File: config.mk
export PLATFORM = sky130hd
export DESIGN_NAME = id_ex_decode_stage
export DESIGN_NICKNAME = d
export VERILOG_FILES = /design/src/rtl/riscv_pkg.sv /design/src/rtl/reg_file_2r1w.sv /design/src/rtl/id_ex_decode_stage.sv
export SDC_FILE = /design/constraint.sdc
export NUM_CORES = 2
export LEC_CHECK = 0
export ABC_AREA = 1
export CAP_MARGIN = 20
export CORE_UTILIZATION = 40
export DETAILED_ROUTE_END_ITERATION = 10
export HOLD_SLACK_MARGIN = 0.15
export PLACE_DENSITY = 0.59
export SETUP_SLACK_MARGIN = 0.02
export SLEW_MARGIN = 30
export SYNTH_ARGS = -nofsm -noshare
export SYNTH_HDL_FRONTEND = slang
export SYNTH_SLANG_ARGS = --single-unit
File: constraint.sdc
create_clock -name clk -period 45 [get_ports clk]
set_input_delay 9 -clock clk [delete_from_list [all_inputs] [get_ports clk]]
set_output_delay 9 -clock clk [all_outputs]
set_load 0.05 [all_outputs]
File: src/rtl/riscv_pkg.sv
// Shared RISC-V decode constants and types for the ID/EX stage.
//   XLEN/NUM_REGS/REG_AW : datapath width, register count, register address width
//   OPC_*                : supported major opcodes
//   FUNCT7_*             : legal funct7 encodings
//   *_LSB                : instruction field positions
//   ex_bundle_t          : contents of the ID/EX pipeline register
package riscv_pkg;

  localparam int XLEN     = 32;
  localparam int NUM_REGS = 32;
  localparam int REG_AW   = 5;

  localparam logic [6:0] OPC_OP_IMM  = 7'b0010011;
  localparam logic [6:0] OPC_OP      = 7'b0110011;
  localparam logic [6:0] FUNCT7_BASE = 7'b0000000;
  localparam logic [6:0] FUNCT7_ALT  = 7'b0100000;

  localparam logic [2:0] F3_ADD_SUB = 3'b000;
  localparam logic [2:0] F3_SLL     = 3'b001;
  localparam logic [2:0] F3_SRL_SRA = 3'b101;

  localparam int OPC_LSB = 0;
  localparam int RD_LSB  = 7;
  localparam int F3_LSB  = 12;
  localparam int RS1_LSB = 15;
  localparam int RS2_LSB = 20;
  localparam int IMM_LSB = 20;
  localparam int F7_LSB  = 25;

  typedef struct packed {
    logic              valid;
    logic [XLEN-1:0]   op1;
    logic [XLEN-1:0]   op2;
    logic [6:0]        opcode;
    logic [2:0]        funct3;
    logic [6:0]        funct7;
    logic [REG_AW-1:0] rd;
    logic              reg_write;
    logic              illegal;
  } ex_bundle_t;

endpackage

File: src/rtl/reg_file_2r1w.sv
// Integer register file: two asynchronous read ports, one synchronous write port.
//   clk, rst            : clock, asynchronous active-high reset (clears all registers)
//   ra_i/rb_i           : read addresses, rdata_a_o/rdata_b_o : read data
//   we_i, waddr_i, wdata_i : write port
// x0 reads as zero and ignores writes. A read of the register being written
// this cycle returns the incoming write data.
module reg_file_2r1w
  import riscv_pkg::*;
(
  input  logic              clk,
  input  logic              rst,
  input  logic [REG_AW-1:0] ra_i,
  input  logic [REG_AW-1:0] rb_i,
  output logic [XLEN-1:0]   rdata_a_o,
  output logic [XLEN-1:0]   rdata_b_o,
  input  logic              we_i,
  input  logic [REG_AW-1:0] waddr_i,
  input  logic [XLEN-1:0]   wdata_i
);

  logic [XLEN-1:0] regs_q [NUM_REGS];
  logic            wr_en;

  assign wr_en = we_i && (waddr_i != '0);

  always_ff @(posedge clk or posedge rst) begin
    if (rst) begin
      for (int i = 0; i < NUM_REGS; i++) regs_q[i] <= '0;
    end else if (wr_en) begin
      regs_q[waddr_i] <= wdata_i;
    end
  end

  function automatic logic [XLEN-1:0] rd_port(input logic [REG_AW-1:0] a,
                                              input logic [XLEN-1:0]   stored);
    if (a == '0)                     return '0;
    else if (wr_en && waddr_i == a)  return wdata_i;
    else                             return stored;
  endfunction

  assign rdata_a_o = rd_port(ra_i, regs_q[ra_i]);
  assign rdata_b_o = rd_port(rb_i, regs_q[rb_i]);

endmodule

File: src/rtl/id_ex_decode_stage.sv
// Instruction decode plus ID/EX pipeline register.
//   clk, rst                 : clock, asynchronous active-high reset
//   id_valid, id_instr       : incoming instruction; id_ready = !stall
//   stall, flush             : hazard hold / redirect squash (flush has priority)
//   wb_we, wb_rd, wb_data    : write-back port into the register file
//   ex_*                     : registered operands and control for execute
module id_ex_decode_stage
  import riscv_pkg::*;
(
  input  logic              clk,
  input  logic              rst,
  input  logic              id_valid,
  input  logic [31:0]       id_instr,
  output logic              id_ready,
  input  logic              stall,
  input  logic              flush,
  input  logic              wb_we,
  input  logic [REG_AW-1:0] wb_rd,
  input  logic [XLEN-1:0]   wb_data,
  output logic              ex_valid,
  output logic [XLEN-1:0]   ex_op1,
  output logic [XLEN-1:0]   ex_op2,
  output logic [6:0]        ex_opcode,
  output logic [2:0]        ex_funct3,
  output logic [6:0]        ex_funct7,
  output logic [REG_AW-1:0] ex_rd,
  output logic              ex_reg_write,
  output logic              ex_illegal
);

  logic [6:0]        opcode;
  logic [2:0]        funct3;
  logic [6:0]        funct7;
  logic [REG_AW-1:0] rs1, rs2, rd;
  logic [XLEN-1:0]   rs1_data, rs2_data;
  logic [XLEN-1:0]   op2;
  logic              illegal;
  ex_bundle_t        ex_d, ex_q;

  assign opcode = id_instr[OPC_LSB +: 7];
  assign rd     = id_instr[RD_LSB  +: REG_AW];
  assign funct3 = id_instr[F3_LSB  +: 3];
  assign rs1    = id_instr[RS1_LSB +: REG_AW];
  assign rs2    = id_instr[RS2_LSB +: REG_AW];
  assign funct7 = id_instr[F7_LSB  +: 7];

  reg_file_2r1w u_rf (
    .clk       (clk),
    .rst       (rst),
    .ra_i      (rs1),
    .rb_i      (rs2),
    .rdata_a_o (rs1_data),
    .rdata_b_o (rs2_data),
    .we_i      (wb_we),
    .waddr_i   (wb_rd),
    .wdata_i   (wb_data)
  );

  always_comb begin
    illegal = 1'b1;
    op2     = '0;
    case (opcode)
      OPC_OP_IMM: begin
        illegal = 1'b0;
        op2     = {{(XLEN-12){id_instr[31]}}, id_instr[IMM_LSB +: 12]};
        // Shifts use the rs2 field as a zero-extended shamt; funct7 selects SRL/SRA.
        if (funct3 == F3_SLL) begin
          op2     = {{(XLEN-REG_AW){1'b0}}, rs2};
          illegal = (funct7 != FUNCT7_BASE);
        end else if (funct3 == F3_SRL_SRA) begin
          op2     = {{(XLEN-REG_AW){1'b0}}, rs2};
          illegal = !((funct7 == FUNCT7_BASE) || (funct7 == FUNCT7_ALT));
        end
      end
      OPC_OP: begin
        op2     = rs2_data;
        illegal = !((funct7 == FUNCT7_BASE) ||
                    ((funct7 == FUNCT7_ALT) &&
                     ((funct3 == F3_ADD_SUB) || (funct3 == F3_SRL_SRA))));
      end
      default: ;
    endcase
  end

  always_comb begin
    ex_d = ex_q;
    if (flush) begin
      ex_d = '0;
    end else if (!stall) begin
      ex_d.valid     = id_valid;
      ex_d.op1       = rs1_data;
      ex_d.op2       = op2;
      ex_d.opcode    = opcode;
      ex_d.funct3    = funct3;
      ex_d.funct7    = funct7;
      ex_d.rd        = rd;
      ex_d.reg_write = id_valid && !illegal && (rd != '0);
      ex_d.illegal   = id_valid && illegal;
    end
  end

  always_ff @(posedge clk or posedge rst) begin
    if (rst) ex_q <= '0;
    else     ex_q <= ex_d;
  end

  assign id_ready     = !stall;
  assign ex_valid     = ex_q.valid;
  assign ex_op1       = ex_q.op1;
  assign ex_op2       = ex_q.op2;
  assign ex_opcode    = ex_q.opcode;
  assign ex_funct3    = ex_q.funct3;
  assign ex_funct7    = ex_q.funct7;
  assign ex_rd        = ex_q.rd;
  assign ex_reg_write = ex_q.reg_write;
  assign ex_illegal   = ex_q.illegal;

endmodule

==> impl_metrics.env <==
export IMPL_flow_area_growth_from_synthesis_pct=10.4
export IMPL_clk_pin_slew_ps=60
export IMPL_io_pins=165
export IMPL_rows=143
export IMPL_htreeDepth=3
export IMPL_finalCriticalPeriod_ps=19420
export IMPL_hold_worst_slack_ps=397
export IMPL_report_power_total_mw=2.88
export IMPL_finalSetupViolations=0
export IMPL_grt_max_degree=175
export IMPL_ant_nets=0
export IMPL_synth_compound_area_share_pct=19.7
export IMPL_highest_clock_rate_mhz=51.5
export IMPL_overflow=0
export IMPL_drt_total_wl_um=244000
export IMPL_timing_final_hold_violations=0
export IMPL_ys_flop_type="sky130_fd_sc_hd__dfrtp_1"
export IMPL_cts_buffers_inserted=121
export IMPL_hold_path_depth=0
export IMPL_worst_setup_path_end_kind="output port"
export IMPL_p_leak_nw=32.5
export IMPL_worst_skew_pair_latency_ps=750
export IMPL_unrepaired_setup_endpoints_after_global_routing="false"
export IMPL_cts_sink_count=1113
export IMPL_critPathLaunchType="primary input"
export IMPL_seq_area_frac_synth_pct=45.2
export IMPL_firstDrtPassIters=6
export IMPL_mappedNetlistArea_sq_um=61700
export IMPL_pwr_share_clk_pct=36.3
export IMPL_post_synth_xor_area_fraction_pct=0.0852
export IMPL_gp_congestion=0.848
export IMPL_max_slew_worst_pin_slew_ps=1090
export IMPL_timing_max_cap_violations=0
export IMPL_grt_first_pass_wirelength_um=360000
export IMPL_synth_simple_area_share_pct=24.9
export IMPL_power_frac_comb_pct=19.2
export IMPL_dp_hpwl_um=127000
export IMPL_synth_distinct_cells=39
export IMPL_internal_power_mw=1.97
export IMPL_synth_seq_cells=1113
export IMPL_route_detailed_drc=0
export IMPL_start_util_pct=40.4
export IMPL_synth_edf_count=0
export IMPL_syn_mean_instance_area_sq_um=7.06
export IMPL_final_setup_tns_ps=0
export IMPL_worst_ep_arrival_time_ps=10420
export IMPL_die_width_um=395
export IMPL_timing_clock_skew_ps=27.8
export IMPL_maxSlewHeadroom_pct=27.4
export IMPL_synth_top_family_by_area="simple AND/OR/NAND/NOR gates"
export IMPL_net_count_of_the_finished_layout=8444
export IMPL_vdd_drop_max_uv=36.4
export IMPL_timing_reg2reg_worst_path_depth=12
export IMPL_postPlaceCellArea_sq_um=63900
export IMPL_routed_via_count=60100
export IMPL_finalCritPeriodShare_pct=43.2
export IMPL_yosysWarnings=0
export IMPL_grt_util_all_layers_pct=30.7
export IMPL_postCtsResizedCells=0
export IMPL_power_density_nw_per_um2=42.3
export IMPL_slew_violations=0
export IMPL_synth_area_mux_share_pct=0
export IMPL_syn_inst=8739
export IMPL_tritoncts="built"
export IMPL_run_status="completed"
export IMPL_chipHeight_um=395
export IMPL_post_route_cells_drive_above_1_share_pct=5.10
export IMPL_asyncSetResetFlopFracSynth_pct=100
export IMPL_postCtsHoldBufs=0
export IMPL_post_cts_buffers=0
export IMPL_switch_pwr_mw=0.906
export IMPL_cts_root_buf="sky130_fd_sc_hd__clkbuf_16"
export IMPL_antenna_found_initial=5
export IMPL_crit_fanout=2
export IMPL_seqPwrFrac_pct=44.5
export IMPL_final_cell_area_sq_um=68100
export IMPL_yosys_area_share_adder_pct=0
export IMPL_core_area_sq_um=152000
export IMPL_route_detailed_wl_per_inst_um=23.2
export IMPL_drt_vias_per_instance=5.72
export IMPL_design_die_area_sq_um=156000
export IMPL_syn_num_nets=8814
export IMPL_buffers_from_clock_root_to_sink_at_most=3
export IMPL_switching_share_pct=31.5
export IMPL_critPathKind="in2out"
export IMPL_timing_hold_worst_class="reg2reg"
export IMPL_port_buffer_count=164
export IMPL_initialDrtViolationCount=8869
export IMPL_via_count_of_the_first_global_routing_pass=54800
export IMPL_required_ps=36000
[kinds of logic (layout without fill, tap and decap cells)]
| group | after synthesis | after routing |
|---|---|---|
| AOI/OAI and AO/OA | 2308 | 2308 |
| other | 0 | 4 |
| buffers and inverters | 1556 | 1285 |
| and+or+nand+nor | 3756 | 3756 |
| xor gates and xnor gates | 6 | 6 |
| DFF | 1113 | 1113 |
[cell usage in the layout (no fill, tap or decap), types with 48 or more instances in the layout]
| cell | count |
|---|---|
| sky130_fd_sc_hd__nor2_1 | 263 |
| sky130_fd_sc_hd__clkbuf_16 | 125 |
| sky130_fd_sc_hd__o21ai_0 | 1661 |
| sky130_fd_sc_hd__nand3_1 | 698 |
| sky130_fd_sc_hd__o211ai_1 | 181 |
| sky130_fd_sc_hd__or2_2 | 48 |
| sky130_fd_sc_hd__buf_4 | 89 |
| sky130_fd_sc_hd__a21oi_1 | 357 |
| sky130_fd_sc_hd__dfrtp_1 | 1113 |
| sky130_fd_sc_hd__clkdlybuf4s50_1 | 156 |
| sky130_fd_sc_hd__inv_1 | 770 |
| sky130_fd_sc_hd__nand2_1 | 2645 |
[path summary, 6_finish.rpt]
kind                                          startpoint                            end  slack [ps]
hold reg to reg            u_rf.regs_q[1001]$_DFFE_PP0P_  u_rf.regs_q[1001]$_DFFE_PP0P_         400
min in group asynchronous                            rst   u_rf.regs_q[594]$_DFFE_PP0P_        8760
max in group asynchronous                            rst   u_rf.regs_q[395]$_DFFE_PP0P_       32580
setup reg to reg            u_rf.regs_q[816]$_DFFE_PP0P_         ex_op2[16]$_DFFE_PP0P_       42630
hold / removal             u_rf.regs_q[1001]$_DFFE_PP0P_  u_rf.regs_q[1001]$_DFFE_PP0P_         400
setup / recovery                                   stall                       id_ready       25580
[power groups by stage]
stage / Sequential [mW] / Combinational (mW) / Clock [mW]
after floorplan: 1.29 / 0.395 / 0
after global placement: 1.29 / 0.529 / 0
after detailed placement: 1.29 / 0.543 / 0
after CTS: 1.28 / 0.545 / 1.06
after global routing: 1.30 / 0.631 / 1.09
final: 1.28 / 0.553 / 1.04
[flip-flops by register name (all words and copies together), names as in the netlist]
register and count:
ex_op1 32, ex_funct3 3, ex_op2 32, ex_illegal 1, ex_rd 5, ex_opcode 7
ex_reg_write 1, ex_funct7 7, u_rf.regs_q 1024, ex_valid 1
[per-layer routing]
layer | global-route usage, % | wire length [um] | up-vias
met2 | 46.3 | 104000 | 3356
met1 | 42.9 | 102000 | 28600
met3 | 6.06 | 27300 | 577
met4 | 12.5 | 10300 | 0
li1 | - | - | 27600
met5 | 0 | 0 | -
[Yosys cell counts (3+ instances only)]
cell	n	area, sq um
sky130_fd_sc_hd__a211oi_1	3	22.5
sky130_fd_sc_hd__a21oi_1	357	1790
sky130_fd_sc_hd__buf_1	40	150
sky130_fd_sc_hd__buf_2	235	1180
sky130_fd_sc_hd__buf_4	11	82.6
sky130_fd_sc_hd__buf_6	3	33.8
sky130_fd_sc_hd__clkbuf_1	479	1800
sky130_fd_sc_hd__dfrtp_1	1113	27900
sky130_fd_sc_hd__inv_1	776	2910
sky130_fd_sc_hd__inv_2	10	37.5
sky130_fd_sc_hd__nand2_1	2661	9990
sky130_fd_sc_hd__nand2_2	16	100
sky130_fd_sc_hd__nand3_1	698	3490
sky130_fd_sc_hd__nand3b_1	4	30.0
sky130_fd_sc_hd__nand4_1	37	231
sky130_fd_sc_hd__nor2_1	269	1010
sky130_fd_sc_hd__nor3_1	5	25.0
sky130_fd_sc_hd__nor3_2	7	70.1
sky130_fd_sc_hd__o2111ai_1	3	26.3
sky130_fd_sc_hd__o211ai_1	181	1360
sky130_fd_sc_hd__o21ai_0	1661	8310
sky130_fd_sc_hd__o21ai_1	43	215
sky130_fd_sc_hd__o221ai_1	24	210
sky130_fd_sc_hd__o22ai_1	30	188
sky130_fd_sc_hd__or2_2	48	300
sky130_fd_sc_hd__xor2_1	4	35.0
[area by class of cell]
cell class                      count  area [sq um]
Fill cell                       15400         84400
Tap cell                         2030          2540
Antenna cell                        4          10.0
Sequential cell                  1113         27900
Inverter                          787          2990
Clock inverter                     41           498
Timing Repair Buffer              276          2660
Clock buffer                      181          3600
Multi-Input combinational cell   6070         27900
[metrics by stage]
stage	cells	setup slack, ps	util, %
3_5_place_dp	10300	25570	41.9
2_1_floorplan	8739	4660	-
6_report	10500	25580	44.7
4_1_cts	10500	25570	44.6
5_1_grt	10500	25540	44.7
3_3_place_gp	10300	25560	41.8
[critical path: stages]
cell                              delay [ps]
sky130_fd_sc_hd__clkdlybuf4s50_1         460
sky130_fd_sc_hd__inv_1                   140
sky130_fd_sc_hd__clkdlybuf4s50_1         820
Note: power is estimated with default switching activity, not from simulation.
